===== src/rtl/instr_fetch_port_pkg.sv =====
// Shared opcodes for the fetch path: the NOP word and the fetch-port FSM encoding.
`ifndef INSTR_NOP
`define INSTR_NOP 64'h0000_0000_0000_0013
`endif

package instr_fetch_port_pkg;

  localparam logic [63:0] INSTR_NOP = `INSTR_NOP;

  typedef enum logic {
    IDLE = 1'b0,
    BUSY = 1'b1
  } state_t;

endpackage


===== src/rtl/instr_fetch_port.sv =====
// Instruction fetch port: one-line buffer in front of a request/ack read bus.
// Hits return combinationally; a miss stalls at least 2 cycles until the fill lands.
module instr_fetch_port
  import instr_fetch_port_pkg::*;
#(
  parameter int TIMEOUT = 255
) (
  input  logic        clk,
  input  logic        rst,
  input  logic        fetch_read_in,
  input  logic [63:0] fetch_addr_in,
  input  logic        invalidate_in,
  output logic [63:0] instr_value_out,
  output logic        fault_out,
  output logic        stall_out,
  output logic        bus_req_out,
  output logic [63:0] bus_addr_out,
  input  logic        bus_ack_in,
  input  logic [63:0] bus_rdata_in,
  input  logic        bus_err_in
);

  localparam int CNT_W = $clog2(TIMEOUT + 1);
  localparam logic [CNT_W-1:0] CNT_LAST = CNT_W'(TIMEOUT - 1);

  state_t           state, state_nxt;
  logic             buf_valid, buf_valid_nxt;
  logic [63:3]      buf_tag, buf_tag_nxt;
  logic [63:0]      buf_data, buf_data_nxt;
  logic             buf_err, buf_err_nxt;
  logic             req_nxt;
  logic [63:0]      addr_nxt;
  logic [CNT_W-1:0] cnt, cnt_nxt;
  logic             hit;
  logic             unused_addr_bits;

  assign unused_addr_bits = ^fetch_addr_in[2:0];

  assign hit             = fetch_read_in & buf_valid & (buf_tag == fetch_addr_in[63:3]);
  assign instr_value_out = hit ? buf_data : INSTR_NOP;
  assign fault_out       = hit & buf_err;
  assign stall_out       = fetch_read_in & ~hit;

  always_comb begin
    state_nxt     = state;
    buf_valid_nxt = buf_valid;
    buf_tag_nxt   = buf_tag;
    buf_data_nxt  = buf_data;
    buf_err_nxt   = buf_err;
    req_nxt       = bus_req_out;
    addr_nxt      = bus_addr_out;
    cnt_nxt       = cnt;
    case (state)
      IDLE: begin
        if (fetch_read_in && !hit && !invalidate_in) begin
          state_nxt = BUSY;
          req_nxt   = 1'b1;
          addr_nxt  = {fetch_addr_in[63:3], 3'b000};
          cnt_nxt   = '0;
        end
      end
      BUSY: begin
        // A timeout fills the line exactly like an errored ack so the fetch stage sees a fault.
        if (bus_ack_in || (cnt == CNT_LAST)) begin
          buf_tag_nxt   = bus_addr_out[63:3];
          buf_data_nxt  = (bus_ack_in && !bus_err_in) ? bus_rdata_in : INSTR_NOP;
          buf_err_nxt   = bus_ack_in ? bus_err_in : 1'b1;
          buf_valid_nxt = 1'b1;
          req_nxt       = 1'b0;
          state_nxt     = IDLE;
        end else begin
          cnt_nxt = cnt + CNT_W'(1);
        end
      end
      default: state_nxt = IDLE;
    endcase
    // Invalidate overrides a fill landing in the same cycle.
    if (invalidate_in) buf_valid_nxt = 1'b0;
  end

  always_ff @(posedge clk or posedge rst) begin
    if (rst) begin
      state        <= IDLE;
      buf_valid    <= 1'b0;
      buf_tag      <= '0;
      buf_data     <= INSTR_NOP;
      buf_err      <= 1'b0;
      bus_req_out  <= 1'b0;
      bus_addr_out <= '0;
      cnt          <= '0;
    end else begin
      state        <= state_nxt;
      buf_valid    <= buf_valid_nxt;
      buf_tag      <= buf_tag_nxt;
      buf_data     <= buf_data_nxt;
      buf_err      <= buf_err_nxt;
      bus_req_out  <= req_nxt;
      bus_addr_out <= addr_nxt;
      cnt          <= cnt_nxt;
    end
  end

endmodule


===== config.mk =====
export PLATFORM = sky130hd
export DESIGN_NAME = instr_fetch_port
export DESIGN_NICKNAME = d
export VERILOG_FILES = /design/src/rtl/instr_fetch_port_pkg.sv /design/src/rtl/instr_fetch_port.sv
export SDC_FILE = /design/constraint.sdc
export NUM_CORES = 1
export LEC_CHECK = 0
export CAP_MARGIN = 30
export CELL_PAD_IN_SITES_DETAIL_PLACEMENT = 0
export CELL_PAD_IN_SITES_GLOBAL_PLACEMENT = 2
export CORE_MARGIN = 10
export CORE_UTILIZATION = 32
export DETAILED_ROUTE_END_ITERATION = 8
export GPL_ROUTABILITY_DRIVEN = 0
export HOLD_SLACK_MARGIN = 0.08
export PLACE_DENSITY_LB_ADDON = 0.1
export REMOVE_ABC_BUFFERS = 1
export SETUP_SLACK_MARGIN = 0.5
export SLEW_MARGIN = 20
export SYNTH_ARGS = -nofsm -noshare
export SYNTH_HDL_FRONTEND = slang
export SYNTH_SLANG_ARGS = --single-unit

===== constraint.sdc =====
create_clock -name clk -period 11.3 [get_ports clk]
set_input_delay 2.26 -clock clk [delete_from_list [all_inputs] [get_ports clk]]
set_output_delay 2.26 -clock clk [all_outputs]
set_load 0.02 [all_outputs]

# Word level (Yosys, flattened, before mapping)

Index checks and enable logic that the tools add are counted.

Output and inout bits: 131
Logic and storage cells: 49
Register bits: 198

Multiplexer cells: 15
Bitwise gates (word level): 6
Reduce and logical (&&, ||, !) cells: 14
$add $sub $neg: 1
Eq/ne operators: 5

Operator list:

| operator            | number |
|---|---|
| $mux 64             | 2 |
| $eq 61x61->1        | 1 |
| $mux 8              | 2 |
| $pmux 8 s2          | 1 |
| $reduce_and 2->1    | 5 |
| $add 8x1->8 const B | 1 |
| $eq 8x8->1 const B  | 1 |
| $mux 1              | 8 |
| $and 1x1->1         | 4 |
| $ne 2x2->1 const B  | 2 |
| $pmux 1 s2          | 2 |
| $reduce_bool 2->1   | 2 |
| $logic_and 1x1->1   | 3 |
| $logic_not 1->1     | 3 |
| $ne 2x1->1 const B  | 1 |
| $not 1->1           | 2 |
| $logic_or 1x1->1    | 1 |

# Depth between registers and ports, before layout

Gate-level depths: netlist of the first run.

Word-level depth: 7
Mapped depth: 8

# Worst setup path before layout of the first run

No wires, ideal clock.

Kind: in2out
Start point: input fetch_addr_in[53]
End point: output instr_value_out[10]
Buffers on the path: 2
Cell stages on the path: 7
Arrival: 3859 ps
Setup slack: 5181 ps
Cells stage by stage: nor2b_1 > a2111o_1 > a2111oi_4 > and4_1 > buf_6 > clkbuf_1 > and3_1

Cells in the longest elaborated chain, start to end: 3

RTL lines:

| item            | line                   | RTL |
|---|---|---|
| start, declared | instr_fetch_port.sv:11 | `input logic [63:0] fetch_addr_in,` |
| $eq 61x61->1    | instr_fetch_port.sv:39 | `assign hit = fetch_read_in & buf_valid & (buf_tag == fetch_addr_in[63:3]);` |
| $and 1x1->1     | instr_fetch_port.sv:39 |  |
| $mux 64         | instr_fetch_port.sv:40 | `assign instr_value_out = hit ? buf_data : INSTR_NOP;` |
| end, declared   | instr_fetch_port.sv:13 | `output logic [63:0] instr_value_out,` |

Every way passes these cells.

# Worst setup path in the final report of the first run

Start point: input fetch_addr_in[38]
End point: output instr_value_out[55]

The elaborated chain is that of the path after synthesis.

==> flow_summary.toml, run 1 <==
[synth]
synthAdderAreaFrac_pct = 0.279
ys_seq_elements = 198
synth_warnings = 0
synthesis.instances = 785
netlist_top_cells_area = "dfrtp_1 (54%), mux2_4 (10%), nand2_1 (7.8%)"
synth-simple-area-share_pct = 16.3
ys_seq_area_share_pct = 55.3
synth_compound_gate_area_share_pct = 9.43
synth_area_sq_um = 8970
yosysTopAreaCell = "dfrtp_1"
async_flop_share_pct = 100
synth_top_family_by_area = "simple AND/OR/NAND/NOR gates"
synthXorXnorAreaFrac_pct = 4.20
synth_cell_types = 46
syn_area_per_cell_sq_um = 11.4
synth_top_cells_by_count = "dfrtp_1 (195), nand2_1 (186), a22o_1 (61), mux2_4 (61), and3_1 (60)"
synth-main-ff-cell = "dfrtp_1"
synth.most_common_cell = "dfrtp_1"
synthMuxAreaShare_pct = 10.3
synth_edf_count = 0
synth_top_area_share_pct = 54.4

[drt]
antenna_left = 0
routed_wl_mm = 27.5
vias_per_cell = 4.67
first_pass_iters = 4
wl_per_cell_um = 19.4
drt-initial-drc-count = 352
vias = 6622
drcViolationCount = 0

[global_routing]
grt_max_degree = 115
grt-ovfl-total = 0
antenna_found_initial = 6
grt_use_total_pct = 15.5
grt_pass1_wl_mm = 42.8
grt_pass1_vias = 7011

[power]
clkPwrFrac_pct = 29.0
p_leak_uw = 0.00565
sw_frac_of_total_pct = 31.2
ir_drop_uv = 97.3
seqPwrFrac_pct = 45.5
internal_power_uw = 1510
switchingPower_uw = 688
power_density_nw_per_um2 = 177
p_comb_share_pct = 25.6
total_power_uw = 2200

[floorplanning]
dieArea_sq_um = 35100
num_rows = 61
fp.dieW_um = 187
die_y_um = 187
core_area_sq_um = 27700
initial_utilization_pct = 32.4
num_io_pins = 265

[critical_path]
end_kind = "primary output"
cp_num_buf_inv = 2
arrival_ns = 5.58
path_cells = "clkdlybuf4s50_1 -> xnor2_1 -> nand4_1 -> nor4_1 -> and4_4 -> and3_1 -> clkdlybuf4s50_1"
path_delay_family = "simple AND/OR/NAND/NOR gates"
crit_top_cell = "clkdlybuf4s50_1"
crit_fanout = 63
path_class = "primary input to primary output"
max_stage_delay_ns = 0.82
required_ns = 9.04
start_kind = "primary input"
slowest_stage = "and4_4"

[hold_path]
hold_path_class = "flop to flop"

[timing]
rsz0062_at_grt = "false"
setup_viol = 0
maxSlewViolCount = 0
finalHoldViolCount = 0
slew_headroom_pct = 37.2
clock.fmax_mhz = 127
finalCriticalPeriod_ns = 7.84
tightest_slew_ns = 0.940
skew_ns = 0.0158
fin_crit_sh_pct = 69.4
final.setup.tns_ns = 0

[place]
io_buffers = 258
postPlaceCellArea_sq_um = 11800
post-dp-hpwl_mm = 18.7

[clocking]
post_cts_buffers = 0
clkTransAtPathRegs_ns = 0.08
post_cts_resized = 0
cts.path.max_buffers = 2
clk_latency_ns = 0.44
htree_levels = 4
cts_buffers = 17
ctsHoldBuffers = 0
cts_tree = "built"
cts_root_buf = "clkbuf_16"
cts_sinks = 198

[layout]
seq_area_sq_um = 4960
fillCellCount = 2659
final_cell_area_sq_um = 12400
nets = 1159
area.growth.synth_to_final_pct = 38.6
layout-drive-gt1-share_pct = 11.3
multi_input_area_sq_um = 3670

[job]
cap_viol_max_count = 0

[outcome]
status = "finished clean"
-- metal layers --
metal  vias up  wire length (um)  track usage, %
met3        27              1950            6.00
met1      3261             12100            19.4
met4         4               457            4.52
li1       3171                 -               -
met5         -                30               0
met2       159             12900            24.2
-- layout by cell type, fill, tap and decap left out, types with 4 or more instances in the layout --
| cell | netlist | final |
|---|---|---|
| nor2b_1 | 13 | 13 |
| inv_6 | 0 | 4 |
| a21oi_1 | 4 | 4 |
| inv_8 | 0 | 4 |
| mux2_4 | 61 | 61 |
| diode_2 | 0 | 4 |
| inv_1 | 14 | 13 |
| and3_1 | 60 | 60 |
| nand4_1 | 11 | 11 |
| nor4_1 | 5 | 5 |
| o22ai_1 | 9 | 9 |
| o21ai_0 | 9 | 9 |
| nand2_1 | 186 | 185 |
| xnor2_1 | 40 | 40 |
| nand3_1 | 7 | 7 |
| nor2_1 | 9 | 8 |
| a2111o_1 | 4 | 4 |
| clkbuf_16 | 0 | 17 |
| nand2b_1 | 6 | 6 |
| buf_4 | 3 | 9 |
| a22o_1 | 61 | 61 |
| clkinv_8 | 0 | 4 |
| clkdlybuf4s50_1 | 0 | 258 |
| dfrtp_1 | 195 | 195 |
| nor3_1 | 4 | 4 |
-- power groups by stage --
stage | Sequential [uW] | Combinational (uW) | Clock [uW]
after global routing | 1030 | 619 | 687
after global placement | 1010 | 569 | 0
after floorplan | 1050 | 294 | 0
after CTS | 1000 | 575 | 660
after detailed placement | 1010 | 573 | 0
final | 1000 | 563 | 638
-- sequential cells by signal, indices dropped and copies added (netlist names) --
register      cells
buf_data         64
buf_tag          61
bus_addr_out     61
cnt               8
buf_err           1
buf_valid         1
bus_req_out       1
state             1
-- stage by stage --
stage               cells  worst slack (ns)  utilization [%]  hold WS (ns)
floorplan             737              3.65                -         0.452
global placement     1382              2.92             42.6         0.470
detailed placement   1382              3.38             42.7         0.467
CTS                  1414              3.37             44.8         0.485
global route         1416              3.29             44.9         0.504
finish               1418              3.46             44.9         0.477
-- final cells by class --
| type | instances | area share, % |
|---|---|---|
| clock buffers | 18 | 3.45 |
| flip-flops and latches | 198 | 39.9 |
| diodes | 4 | 0.0805 |
| well taps | 378 | 3.80 |
| clock inverters | 14 | 1.45 |
| multi-input cells | 524 | 29.5 |
| inverters | 15 | 0.513 |
| repair buffers | 267 | 21.3 |
-- path summary, 6_finish.rpt --
check                                       start  cells past startpoint                   to  slack, ns
worst max-delay path            fetch_addr_in[38]                      7  instr_value_out[55]       3.46
worst min-delay path                  bus_req_out                      1          bus_req_out       0.48
worst max register to register        buf_tag[38]                      8     bus_addr_out[36]       7.47
worst min register to register        bus_req_out                      1          bus_req_out       0.48
max in group asynchronous                     rst                      4           buf_tag[5]       7.14
min in group asynchronous                     rst                      2          buf_data[7]       2.37
-- kinds of logic after synthesis --
family	Yosys count
AND/OR/NAND/NOR	312
flip-flops	198
AO/OA/AOI/OAI	102
buffers and inverters	65
multiplexers	62
XOR/XNOR	43
adder cells (fa/ha/maj)	2
other	1
Note: power is estimated with default switching activity, not from simulation.
==> inputs of run 2 (changes only) <==
--- a/config.mk
+++ b/config.mk
@@ -9,7 +9,7 @@
 export CELL_PAD_IN_SITES_DETAIL_PLACEMENT = 0
 export CELL_PAD_IN_SITES_GLOBAL_PLACEMENT = 2
 export CORE_MARGIN = 10
-export CORE_UTILIZATION = 32
+export CORE_UTILIZATION = 30
 export DETAILED_ROUTE_END_ITERATION = 8
 export GPL_ROUTABILITY_DRIVEN = 0
 export HOLD_SLACK_MARGIN = 0.08
==> constraint.sdc (replaced) <==
create_clock -name clk -period 7.7 [get_ports clk]
set_input_delay 1.54 -clock clk [delete_from_list [all_inputs] [get_ports clk]]
set_output_delay 1.54 -clock clk [all_outputs]
set_load 0.02 [all_outputs]
==> run 2 against run 1 <==
Critical path depth rose by 1. Core utilization fell by 2.7 points. Design area rose by 0.23%. Global-route usage fell by 0.41 points. Clock power rose by 45%. Combinational power rose by 48%. Clock-buffer cell count rose by 1.
==> flow_summary.toml, run 2 (synthesis results as in run 1) <==
[layout]
largest_reg_flops = 64
top_register = "buf_data"
fin_util_pct = 42.2
final_common_cell = "clkdlybuf4s50_1"
fillCellCount = 2897
layout-drive-gt1-share_pct = 11.6
seq_area_sq_um = 4960
layout_common_cells = "clkdlybuf4s50_1 (258), dfrtp_1 (195), nand2_1 (185), mux2_4 (61), a22o_1 (61)"
area.growth.synth_to_final_pct = 38.9
reg_top3 = "buf_data x64, buf_tag x61, bus_addr_out x61"
multi_input_area_sq_um = 3670
nets = 1163

[global_routing]
grt_pass1_vias = 7023
grt_pass1_wl_mm = 43.2
grt_use_total_pct = 15.1
grt_max_degree = 105
grt-ovfl-total = 0
antenna_found_initial = 2

[clocking]
htree_levels = 4
post_cts_buffers = 0
cts_buffers = 17
ctsHoldBuffers = 0
cts_root_buf = "clkbuf_16"
cts_sinks = 198
clkTransAtPathRegs_ns = 0.07
cts.path.max_buffers = 2
cts_tree = "built"
post_cts_resized = 0
clk_latency_ns = 0.45

[critical_path]
cp_num_buf_inv = 3
end_kind = "primary output"
path_delay_family = "buffers and inverters"
max_stage_delay_ns = 0.65
slowest_stage = "clkdlybuf4s50_1"
crit_top_cell = "clkdlybuf4s50_1"
crit_fanout = 23
required_ns = 6.16
crit_cells = 8
arrival_ns = 4.71
path_class = "primary input to primary output"
path_cells = "clkdlybuf4s50_1 -> nor2b_1 -> a2111o_1 -> nor4_1 -> and4_2 -> buf_4 -> and3_2 -> clkdlybuf4s50_1"
start_kind = "primary input"
rr_worst_depth = 9

[timing]
final.setup.tns_ns = 0
holdWs_ns = 0.477
finalHoldViolCount = 0
rsz0062_at_grt = "false"
tightest_slew_ns = 0.879
finalCriticalPeriod_ns = 6.25
slew_headroom_pct = 41.4
fin_crit_sh_pct = 81.2
skew_ns = 0.0194
clock.fmax_mhz = 160
setup_viol = 0
maxSlewViolCount = 0

[hold_path]
hold_depth = 1
hold_path_class = "flop to flop"

[floorplanning]
core_area_sq_um = 29600
fp.dieW_um = 193
initial_utilization_pct = 30.4
die_y_um = 193
num_io_pins = 265
num_rows = 63
dieArea_sq_um = 37200

[drt]
vias_per_cell = 4.59
routed_wl_mm = 28.2
antenna_left = 0
met3_length_mm = 1.95
first_pass_iters = 4
wl_met1_mm = 12.6
vias = 6567
wl_per_cell_um = 19.7
drt-initial-drc-count = 282
dr_wl_met2_mm = 13.4
drcViolationCount = 0
route.top_layer_used = "met5"

[place]
post-dp-hpwl_mm = 19.3
io_buffers = 258

[power]
clkPwrFrac_pct = 28.6
ir_drop_uv = 152
power_density_nw_per_um2 = 259
switchingPower_uw = 997
seqPwrFrac_pct = 45.6
internal_power_uw = 2230
p_comb_share_pct = 25.8
sw_frac_of_total_pct = 30.9
p_leak_uw = 0.00566

[outcome]
status = "finished clean"

[job]
cap_viol_max_count = 0
## run 2: cell count changes in the layout (fill, tap and decap cells not counted), moves of 2 or more
cell,before,now
clkbuf_8,0,2
clkinv_8,4,0
clkinvlp_4,1,3
buf_4,9,12
diode_2,4,1
## run 2: area by class of cell
class                   count  area share, %
multi-input cells         524           29.4
well taps                 390           3.91
clock inverters            13           1.10
flip-flops and latches    198           39.8
clock buffers              19           3.63
repair buffers            271           21.6
diodes                      1         0.0201
inverters                  15          0.512
## run 2: path summary, 6_finish.rpt
path | start | endpoint | slack (ns)
setup / recovery | fetch_addr_in[43] | instr_value_out[63] | 1.45
hold / removal | bus_req_out | bus_req_out | 0.48
setup reg to reg | buf_tag[44] | bus_addr_out[21] | 3.88
hold reg to reg | bus_req_out | bus_req_out | 0.48
max in group asynchronous | rst | buf_data[45] | 4.81
min in group asynchronous | rst | buf_data[53] | 1.65
## run 2: power by group through the flow
stage               clock, uW  combinational [uW]  sequential (uW)
finish                    922                 833             1470
floorplan                   0                 431             1540
CTS                       960                 853             1470
global placement            0                 841             1490
detailed placement          0                 847             1490
global route              995                 918             1510
## run 2: routing by layer
metal,GRT usage (%),vias up
met3,4.93,16
met1,19.8,3220
met5,0,-
met4,3.58,2
li1,-,3183
met2,23.7,146
## run 2: metrics by stage
stage          worst slack [ns]  area (sq um)  power, uW  instances
6_report                   1.45         12500       3230       1431
5_1_grt                    1.26         12500       3420       1430
2_1_floorplan             0.768          8660       1970        737
3_3_place_gp               1.36         11900       2330       1397
4_1_cts                    1.38         12400       3290       1429
3_5_place_dp               1.39         11900       2340       1397
## run 2: worst register-to-register path, cell delays in order, from the launching register on
cell	delay [ns]
dfrtp_1	0.35
inv_1	0.05
o21ai_0	0.36
nor4_1	0.14
and4_2	0.41
buf_4	0.27
a21oi_4	0.47
buf_4	0.60
buf_4	0.66
mux2_4	0.37
